<file path="src/rtl/pixel_fetcher_pkg.sv">
// Shared types and constants for the pixel fetcher: FSM states, AXI response code,
// default error word and watchdog counter width.
package pixel_fetcher_pkg;

   typedef enum logic [1:0] {
      IDLE = 2'd0,
      ADDR = 2'd1,
      DATA = 2'd2,
      RESP = 2'd3
   } state_e;

   localparam logic [1:0]  RRESP_OKAY    = 2'b00;
   localparam logic [31:0] ERR_PIXEL_DEF = 32'hDEAD_BEEF;
   localparam int          WDOG_W        = 16;

endpackage

</file>
<file path="src/rtl/if_axi_light.sv">
// AXI-light bundle toward frame memory: full read channel, write-channel controls only.
interface if_axi_light;
   logic [31:0] araddr;
   logic        arvalid;
   logic        arready;
   logic [31:0] rdata;
   logic [1:0]  rresp;
   logic        rvalid;
   logic        rready;
   logic        awvalid;
   logic        wvalid;
   logic        bready;

   modport master (
      output araddr, arvalid, rready, awvalid, wvalid, bready,
      input  arready, rdata, rresp, rvalid
   );

   modport slave (
      input  araddr, arvalid, rready, awvalid, wvalid, bready,
      output arready, rdata, rresp, rvalid
   );
endinterface

</file>
<file path="src/rtl/fetch_watchdog.sv">
// Clear/enable cycle counter; expire is high on the enabled cycle whose count is
// TIMEOUT_CYCLES-1, which is a single cycle because the owner leaves the counted states.
module fetch_watchdog
   import pixel_fetcher_pkg::*;
#(
   parameter int TIMEOUT_CYCLES = 1024
) (
   input  logic clk,
   input  logic res,
   input  logic clr,
   input  logic en,
   output logic expire
);

   localparam logic [WDOG_W-1:0] LAST = WDOG_W'(TIMEOUT_CYCLES - 1);

   logic [WDOG_W-1:0] cnt_q, cnt_d;

   always_comb begin
      cnt_d = cnt_q;
      if (clr) begin
         cnt_d = '0;
      end else if (en && (cnt_q != LAST)) begin
         cnt_d = cnt_q + 1'b1;
      end
   end

   assign expire = en && (cnt_q == LAST);

   always_ff @(posedge clk or posedge res) begin
      if (res) begin
         cnt_q <= '0;
      end else begin
         cnt_q <= cnt_d;
      end
   end

endmodule

</file>
<file path="src/rtl/pixel_fetcher.sv">
// Turns edge-qualified pixel requests into single watchdog-guarded AXI-light reads.
// Macro PIXEL_CACHE_EN adds a single-entry last-address cache and the cache_flush port.
module pixel_fetcher
   import pixel_fetcher_pkg::*;
#(
   parameter logic [31:0] BASE_ADDR      = 32'h0000_0000,
   parameter int          TIMEOUT_CYCLES = 1024,
   parameter logic [31:0] ERR_PIXEL      = ERR_PIXEL_DEF
) (
   input  logic               clk,
   input  logic               res,
   if_axi_light.master        m_axi,
   input  logic [31:0]        addr_pixel,
   input  logic               request_pixel,
`ifdef PIXEL_CACHE_EN
   input  logic               cache_flush,
`endif
   output logic [31:0]        pixel,
   output logic               pixel_avail,
   output logic               busy,
   output logic [7:0]         err_count
);

   state_e      state_q, state_d;
   logic        req_prev_q;
   logic [31:0] araddr_q, araddr_d;
   logic [31:0] pixel_q, pixel_d;
   logic [7:0]  err_q, err_d;
   logic        drain_q, drain_d;
   logic        accept, wd_clr, wd_en, wd_expire, fail;
   logic [31:0] req_addr;

`ifdef PIXEL_CACHE_EN
   logic        cache_vld_q, cache_vld_d;
   logic [31:0] cache_addr_q, cache_addr_d;
   logic [31:0] cache_dat_q, cache_dat_d;
   logic        cache_hit;

   assign cache_hit = cache_vld_q && !cache_flush && (cache_addr_q == req_addr);
`endif

   assign accept   = (state_q == IDLE) && request_pixel && !req_prev_q;
   assign req_addr = (BASE_ADDR + addr_pixel) & 32'hFFFF_FFFC;
   assign wd_en    = (state_q == ADDR) || (state_q == DATA);

   fetch_watchdog #(.TIMEOUT_CYCLES(TIMEOUT_CYCLES)) u_wdog (
      .clk    (clk),
      .res    (res),
      .clr    (wd_clr),
      .en     (wd_en),
      .expire (wd_expire)
   );

   // A pending drain holds off arvalid so the stale beat cannot be taken as the new reply.
   assign m_axi.arvalid = (state_q == ADDR) && !drain_q;
   assign m_axi.araddr  = araddr_q;
   assign m_axi.rready  = (state_q == DATA) || drain_q;
   assign m_axi.awvalid = 1'b0;
   assign m_axi.wvalid  = 1'b0;
   assign m_axi.bready  = 1'b1;

   assign pixel       = pixel_q;
   assign pixel_avail = (state_q == RESP);
   assign busy        = (state_q != IDLE) || accept;
   assign err_count   = err_q;

   always_comb begin
      state_d  = state_q;
      araddr_d = araddr_q;
      pixel_d  = pixel_q;
      err_d    = err_q;
      drain_d  = drain_q;
      wd_clr   = 1'b0;
      fail     = 1'b0;
`ifdef PIXEL_CACHE_EN
      cache_vld_d  = cache_vld_q;
      cache_addr_d = cache_addr_q;
      cache_dat_d  = cache_dat_q;
`endif
      if (drain_q && m_axi.rvalid) begin
         drain_d = 1'b0;
      end

      case (state_q)
         IDLE: begin
            if (accept) begin
               araddr_d = req_addr;
               wd_clr   = 1'b1;
`ifdef PIXEL_CACHE_EN
               if (cache_hit) begin
                  state_d = RESP;
                  pixel_d = cache_dat_q;
               end else begin
                  state_d = ADDR;
               end
`else
               state_d  = ADDR;
`endif
            end
         end
         ADDR: begin
            if (wd_expire) begin
               state_d = RESP;
               pixel_d = ERR_PIXEL;
               fail    = 1'b1;
               // Address taken on the abort cycle: a beat is still owed, so drain it.
               if (m_axi.arvalid && m_axi.arready) begin
                  drain_d = 1'b1;
               end
            end else if (m_axi.arvalid && m_axi.arready) begin
               state_d = DATA;
            end
         end
         DATA: begin
            if (m_axi.rvalid) begin
               state_d = RESP;
               if (m_axi.rresp == RRESP_OKAY) begin
                  pixel_d = m_axi.rdata;
`ifdef PIXEL_CACHE_EN
                  cache_vld_d  = 1'b1;
                  cache_addr_d = araddr_q;
                  cache_dat_d  = m_axi.rdata;
`endif
               end else begin
                  pixel_d = ERR_PIXEL;
                  fail    = 1'b1;
               end
            end else if (wd_expire) begin
               state_d = RESP;
               pixel_d = ERR_PIXEL;
               fail    = 1'b1;
               drain_d = 1'b1;
            end
         end
         RESP: begin
            state_d = IDLE;
         end
         default: begin
            state_d = IDLE;
         end
      endcase

      if (fail) begin
         if (err_q != 8'hFF) begin
            err_d = err_q + 8'd1;
         end
`ifdef PIXEL_CACHE_EN
         cache_vld_d = 1'b0;
`endif
      end
`ifdef PIXEL_CACHE_EN
      if (cache_flush) begin
         cache_vld_d = 1'b0;
      end
`endif
   end

   always_ff @(posedge clk or posedge res) begin
      if (res) begin
         state_q    <= IDLE;
         req_prev_q <= 1'b0;
         araddr_q   <= '0;
         pixel_q    <= '0;
         err_q      <= '0;
         drain_q    <= 1'b0;
      end else begin
         state_q    <= state_d;
         req_prev_q <= request_pixel;
         araddr_q   <= araddr_d;
         pixel_q    <= pixel_d;
         err_q      <= err_d;
         drain_q    <= drain_d;
      end
   end

`ifdef PIXEL_CACHE_EN
   always_ff @(posedge clk or posedge res) begin
      if (res) begin
         cache_vld_q  <= 1'b0;
         cache_addr_q <= '0;
         cache_dat_q  <= '0;
      end else begin
         cache_vld_q  <= cache_vld_d;
         cache_addr_q <= cache_addr_d;
         cache_dat_q  <= cache_dat_d;
      end
   end
`endif

endmodule

</file>
<file path="src/flat_wrapper.sv">
// flat-port wrapper written by rule: the top's interface ports become plain ports
module pixel_fetcher_flat import pixel_fetcher_pkg::*;
#(
   parameter logic [31:0] BASE_ADDR      = 32'h0000_0000,
   parameter int          TIMEOUT_CYCLES = 1024,
   parameter logic [31:0] ERR_PIXEL      = ERR_PIXEL_DEF
)
  (clk, res, addr_pixel, request_pixel, pixel, pixel_avail, busy, err_count, m_axi_araddr, m_axi_arvalid, m_axi_rready, m_axi_awvalid, m_axi_wvalid, m_axi_bready, m_axi_arready, m_axi_rdata, m_axi_rresp, m_axi_rvalid);
  if_axi_light m_axi_i ();
  input  logic clk;
  input  logic res;
  input  logic [31:0] addr_pixel;
  input  logic request_pixel;
  output logic [31:0] pixel;
  output logic pixel_avail;
  output logic busy;
  output logic [7:0] err_count;
  output wire logic [$bits(m_axi_i.araddr)-1:0] m_axi_araddr;
  output wire logic [$bits(m_axi_i.arvalid)-1:0] m_axi_arvalid;
  output wire logic [$bits(m_axi_i.rready)-1:0] m_axi_rready;
  output wire logic [$bits(m_axi_i.awvalid)-1:0] m_axi_awvalid;
  output wire logic [$bits(m_axi_i.wvalid)-1:0] m_axi_wvalid;
  output wire logic [$bits(m_axi_i.bready)-1:0] m_axi_bready;
  input wire logic [$bits(m_axi_i.arready)-1:0] m_axi_arready;
  input wire logic [$bits(m_axi_i.rdata)-1:0] m_axi_rdata;
  input wire logic [$bits(m_axi_i.rresp)-1:0] m_axi_rresp;
  input wire logic [$bits(m_axi_i.rvalid)-1:0] m_axi_rvalid;
  assign m_axi_araddr = m_axi_i.araddr;
  assign m_axi_arvalid = m_axi_i.arvalid;
  assign m_axi_rready = m_axi_i.rready;
  assign m_axi_awvalid = m_axi_i.awvalid;
  assign m_axi_wvalid = m_axi_i.wvalid;
  assign m_axi_bready = m_axi_i.bready;
  assign m_axi_i.arready = m_axi_arready;
  assign m_axi_i.rdata = m_axi_rdata;
  assign m_axi_i.rresp = m_axi_rresp;
  assign m_axi_i.rvalid = m_axi_rvalid;
  pixel_fetcher #(.BASE_ADDR(BASE_ADDR), .TIMEOUT_CYCLES(TIMEOUT_CYCLES), .ERR_PIXEL(ERR_PIXEL)) u_core (.clk(clk), .res(res), .m_axi(m_axi_i), .addr_pixel(addr_pixel), .request_pixel(request_pixel), .pixel(pixel), .pixel_avail(pixel_avail), .busy(busy), .err_count(err_count));
endmodule
</file>
<file path="config.mk">
export PLATFORM = sky130hd
export DESIGN_NAME = pixel_fetcher_flat
export DESIGN_NICKNAME = d
export VERILOG_FILES = /design/src/rtl/pixel_fetcher_pkg.sv /design/src/rtl/if_axi_light.sv /design/src/rtl/fetch_watchdog.sv /design/src/rtl/pixel_fetcher.sv /design/src/flat_wrapper.sv
export SDC_FILE = /design/constraint.sdc
export NUM_CORES = 1
export LEC_CHECK = 0
export BUFFER_PORTS_ARGS = -buffer_cell sky130_fd_sc_hd__buf_2
export CAP_MARGIN = 40
export CORE_UTILIZATION = 53
export DETAILED_ROUTE_END_ITERATION = 10
export PLACE_DENSITY = 0.86
export SKIP_LAST_GASP = 1
export SLEW_MARGIN = 10
export SYNTH_ARGS = -nofsm -noshare
export SYNTH_HDL_FRONTEND = slang
export SYNTH_SLANG_ARGS = --single-unit
</file>
<file path="constraint.sdc">
create_clock -name clk -period 4.8 [get_ports clk]
set_input_delay 0.24 -clock clk [delete_from_list [all_inputs] [get_ports clk]]
set_output_delay 0.24 -clock clk [all_outputs]
set_load 0.1 [all_outputs]
</file>
==> results.ini, run 1 <==
[clocking]
postCtsResizedCells=0
clock-root-buffer=clkbuf_8
clock-sinks=90
clk_latency_ns=0.36
tritoncts=done
cts_buffers=9
path_clk_slew_ns=0.09
post_cts_buffers=0
cts_buffer_depth=2
hold_buffers=2
htree_levels=3

[timing]
slew_headroom=0.3805
finalMaxSlewViolations=0
fin_setup_tns_ns=0
min_period_ns=2.677
period_share=0.5576
hold_viol_final=0
clock.fmax_ghz=0.3736
rsz0062_at_grt=false
setup_slack_ns=2.123
setup_viol=0
worst_pin_slew_ns=0.9267
skew_ns=0.009809

[floorplanning]
rows=30
core_um2=6944
io-pin-count=150
dieHeight_um=87.91
die_w_um=87.91
start_util=0.5632
dieArea_um2=7727

[critical_path]
path_class=reg -> reg
critPathMaxFanout=24
reg2reg_slack_ns=2.12
crit_start=u_core.u_wdog.cnt_q[10]
startpoint_type=flip-flop
rr_startpoint=u_core.u_wdog.cnt_q[10]
worstPathRequired_ns=5.10
arrival_ns=2.98
end_kind=flip-flop

[global_routing]
track_usage=0.2360
grt_max_degree=57
grt_pass1_vias=3150
grt_pass1_wl_um=13850
grt_overflow=0
antenna_found_initial=0

[synth]
ys_ff_latch=90
yosysTopAreaCellShare=0.5758
netlist_instances=375
yosysTopAreaCell=dfrtp_1
yosysUniqueCellTypes=44
synth_sequential_area_ratio=0.5758
async_reset_ff_frac=1.000
ys_warn_count=0
postSynthAreaPerCell_um2=10.43
synth_top_flop_cell=dfrtp_1
synth_area_leaders=dfrtp_1, nand2_1, o22a_1
synth_edf_count=0
syn_area_um2=3911

[drt]
wirelength_um=8728
avgRoutedWirePerCell_um=14.19
drt_pass1_iterations=4
vias_per_cell=5.153
drt_iter0_drc=193
ant_nets=0
vias=3169
drc=0

[status]
status=complete, no violations

[min_path]
min_from=addr_pixel[22]
hp-class=in -> reg

[finish]
drive_above_1_share=0.3353
regArea_um2=2252
multiInputGateArea_um2=1534
final_net_count=592
area_growth_pct=24.66
diodes=0
fillers=531
final_cells=615

[flow_run]
maxCapViolCount=0

[placement]
portBuffers=142
dp_cells=597
place_ws_ns=2.173
gp_congestion=0.7522
hpwl_um=6157

==> path summary, 6_finish.rpt <==
path                                           endpoint  cells past startpoint
worst max-delay path                   u_core.pixel[23]                      4
min in group asynchronous           u_core.err_count[1]                      3
worst max register to register         u_core.pixel[23]                      4
max in group asynchronous       u_core.m_axi.araddr[20]                      4
worst min register to register  u_core.m_axi.araddr[26]                      2
worst min-delay path            u_core.m_axi.araddr[22]                      3
==> logic make-up (layout without fill, tap and decap cells) <==
| logic type | after synthesis | after routing | share of synthesized area |
|---|---|---|---|
| and+or+nand+nor | 160 | 160 | 0.1788 |
| DFF | 90 | 90 | 0.5758 |
| AOI/OAI and AO/OA | 67 | 67 | 0.1436 |
| buffers and inverters | 31 | 172 | 0.03551 |
| xor gates and xnor gates | 14 | 14 | 0.03135 |
| adders and majority gates | 7 | 7 | 0.02239 |
| muxes | 4 | 4 | 0.01056 |
| other | 2 | 5 | 0.001920 |
==> registers in the layout (all words and copies together), names as in the netlist <==
name                 flops
u_core.pixel            32
u_core.state_q           2
u_core.req_prev_q        1
u_core.drain_q           1
u_core.u_wdog.cnt_q     16
u_core.err_count         8
u_core.m_axi.araddr     30
==> routing by layer <==
layer	wire length, um	vias to the layer above	share of wire	track usage
li1	-	1540	-	-
met2	4576	75	0.52	0.4059
met5	0	-	0	0
met3	300	18	0.034	0.04901
met4	233	0	0.027	0.1341
met1	3617	1536	0.41	0.2748
==> cells in the final DEF, fill, tap and decap left out, types with 2 or more instances in the layout <==
| master | count |
|---|---|
| o21ai_0 | 7 |
| inv_1 | 9 |
| nand4_1 | 2 |
| nor2_1 | 20 |
| nor3_1 | 6 |
| or3_1 | 3 |
| inv_6 | 4 |
| a22o_1 | 8 |
| or2_2 | 3 |
| buf_2 | 142 |
| o22a_1 | 24 |
| a31o_2 | 3 |
| and3_1 | 5 |
| nand2_1 | 101 |
| o41ai_2 | 2 |
| xnor2_1 | 7 |
| nand2b_1 | 3 |
| dlygate4sd3_1 | 2 |
| clkbuf_8 | 10 |
| clkinv_2 | 2 |
| ha_1 | 7 |
| a21boi_0 | 2 |
| dfrtp_1 | 90 |
| buf_4 | 2 |
| nand3_1 | 9 |
| conb_1 | 5 |
| a211oi_1 | 3 |
| a21oi_1 | 10 |
| xor2_1 | 7 |
| mux2i_1 | 3 |
==> worst max-delay path, cell delays in order, from the launching register on <==
cell and delay (ns):
dfrtp_1 0.42, or4_1 0.67, nor4_4 0.55, o21a_1 0.73, o22a_1 0.25
==> cell usage after synthesis (2+ instances only) <==
cell,instances
a211oi_1,3
a21boi_0,2
a21oi_1,10
a22o_1,8
a31o_2,3
and3_1,5
buf_2,3
buf_4,5
clkbuf_1,12
conb_1,2
dfrtp_1,90
ha_1,7
inv_1,10
mux2i_1,3
nand2_1,101
nand2b_1,3
nand3_1,9
nand4_1,2
nor2_1,21
nor3_1,6
o21ai_0,7
o22a_1,24
o41ai_2,2
or2_2,3
or3_1,3
xnor2_1,7
xor2_1,7
==> through the flow <==
stage / hold slack, ns / util / instance area (um^2)
6_report: 0.05950 / 0.7022 / 4876
5_1_grt: 0.05519 / 0.7022 / 4876
4_1_cts: 0.04751 / 0.7022 / 4876
3_5_place_dp: 0.3128 / 0.6726 / 4671
3_3_place_gp: 0.3031 / 0.6726 / 4671
2_1_floorplan: 0.2714 / - / 3923
==> layout make-up <==
type | count | area share
Multi-Input combinational cell | 257 | 0.3146
Inverter | 10 | 0.007955
Timing Repair Buffer | 146 | 0.1529
Sequential cell | 90 | 0.4619
Tap cell | 96 | 0.02463
Clock buffer | 10 | 0.02823
Clock inverter | 6 | 0.009751
Power of run 1 is left out: the tool's default activity adds up to more than one toggle a clock period on the data nets, which glitch-free logic cannot reach.
==> inputs of run 2 (changes only) <==
Settings changed: CORE_UTILIZATION 53 to 44, PLACE_DENSITY 0.86 to 0.76.
Clock period 4.8 ns to 2.45 ns, I/O delays scaled along.
==> results.ini, run 2 (synthesized netlist as in run 1, its figures left out) <==
[finish]
drive_above_1_share=0.3095
diodes=0
final_common_cell=buf_2
layout_common_cells=buf_2, nand2_1, dfrtp_1
final_net_count=661
largest_reg_flops=32
area_growth_pct=43.95
fillers=653

[drt]
vias_per_cell=5.121
drt_pass1_iterations=4
vias=3564
ant_nets=0
drc=0
wirelength_um=10210
drt_iter0_drc=183
avgRoutedWirePerCell_um=14.67

[critical_path]
crit_cells=5
reg2reg_slack_ns=0.16
slowest_delay_ns=0.61
worstPathRequired_ns=2.70
path_delay_family=simple AND/OR/NAND/NOR gates
worst-path-buf-inv=0
arrival_ns=2.54
path_class=reg -> reg
critPathMaxFanout=8
cpMaxStageDelayCell=or4_4
endpoint=u_core.err_count[1]
startpoint_type=flip-flop
end_kind=flip-flop
path_cells=or4_4, nor4_4, a32oi_4, nor2_1, mux2_2
rr_startpoint=u_core.u_wdog.cnt_q[10]
r2r-end=u_core.err_count[1]
r2r.worst_path.cells=5
crit_start=u_core.u_wdog.cnt_q[10]

[floorplanning]
io-pin-count=150
rows=34
dieArea_um2=9270
dieHeight_um=96.28
core_um2=8678
die_w_um=96.28
start_util=0.4507

[flow_run]
maxCapViolCount=0

[clocking]
clock-root-buffer=clkbuf_8
clk_latency_ns=0.35
tritoncts=done
cts_buffer_depth=2
path_clk_slew_ns=0.10
clock-sinks=90
htree_levels=3
cts_buffers=9

[timing]
fin_setup_tns_ns=0
skew_ns=0.01634
rsz0062_at_grt=false
slew_headroom=0.5268
holdWs_ns=0.1538
setup_viol=0
worst_pin_slew_ns=0.7082
period_share=0.9355
finalMaxSlewViolations=0
clock.fmax_ghz=0.4363
min_period_ns=2.292
hold_viol_final=0

[global_routing]
grt_pass1_wl_um=15950
antenna_found_initial=0
grt_max_degree=59
grt_overflow=0
grt_pass1_vias=3469
track_usage=0.2263

[placement]
hpwl_um=6095
gp_congestion=0.7974
portBuffers=142

[status]
status=complete, no violations

[min_path]
hp-class=in -> reg

==> run 2: timing repair <==
action,CTS,global route
hold buffers,64,0
buffers inserted,0,0
resized for setup,0,2
endpoints found under the hold margin,95,0
setup endpoints to repair,0,2
==> run 2: metrics by stage <==
step	setup WS [ns]	instance area [um^2]	cells	utilization
3_3_place_gp	0.08011	4766	616	0.5492
6_report	0.1581	5630	696	0.6488
2_1_floorplan	0.1366	3926	378	-
3_5_place_dp	0.01055	4766	616	0.5492
4_1_cts	0.01425	5615	696	0.6471
5_1_grt	0.06652	5630	696	0.6488
==> run 2: area by class of cell <==
cell class / count / area [um^2] / area share
flip-flops and latches: 90 / 2252 / 0.4000
multi-input cells: 257 / 1549 / 0.2751
repair buffers: 215 / 1444 / 0.2564
clock buffers: 10 / 137.6 / 0.02444
well taps: 108 / 135.1 / 0.02400
clock inverters: 6 / 71.32 / 0.01267
inverters: 10 / 41.29 / 0.007333
==> run 2: worst register-to-register path: cells and delay by family, from the launching register on <==
| family | cells | cell delay [ns] |
|---|---|---|
| simple gates | 3 | 1.21 |
| flops | 1 | 0.41 |
| mux | 1 | 0.36 |
| compound gates | 1 | 0.22 |
==> run 2: worst min-delay path by stage <==
stage	startpoint	cells past startpoint	to
2_1_floorplan	request_pixel	0	u_core.req_prev_q
3_3_place_gp	request_pixel	1	u_core.req_prev_q
3_5_place_dp	request_pixel	1	u_core.req_prev_q
4_1_cts	m_axi_rvalid	4	u_core.drain_q
5_1_grt	m_axi_rvalid	4	u_core.drain_q
6_report	m_axi_rvalid	4	u_core.drain_q
==> run 2: layer usage <==
layer	routed length, um	share of wire	track usage	vias up
met5	0	0	0	-
met4	347	0.034	0.1070	0
met3	428	0.042	0.04897	32
met2	5464	0.54	0.3924	120
met1	3972	0.39	0.2661	1724
li1	-	-	-	1688
Power of run 2 is left out for the same reason.
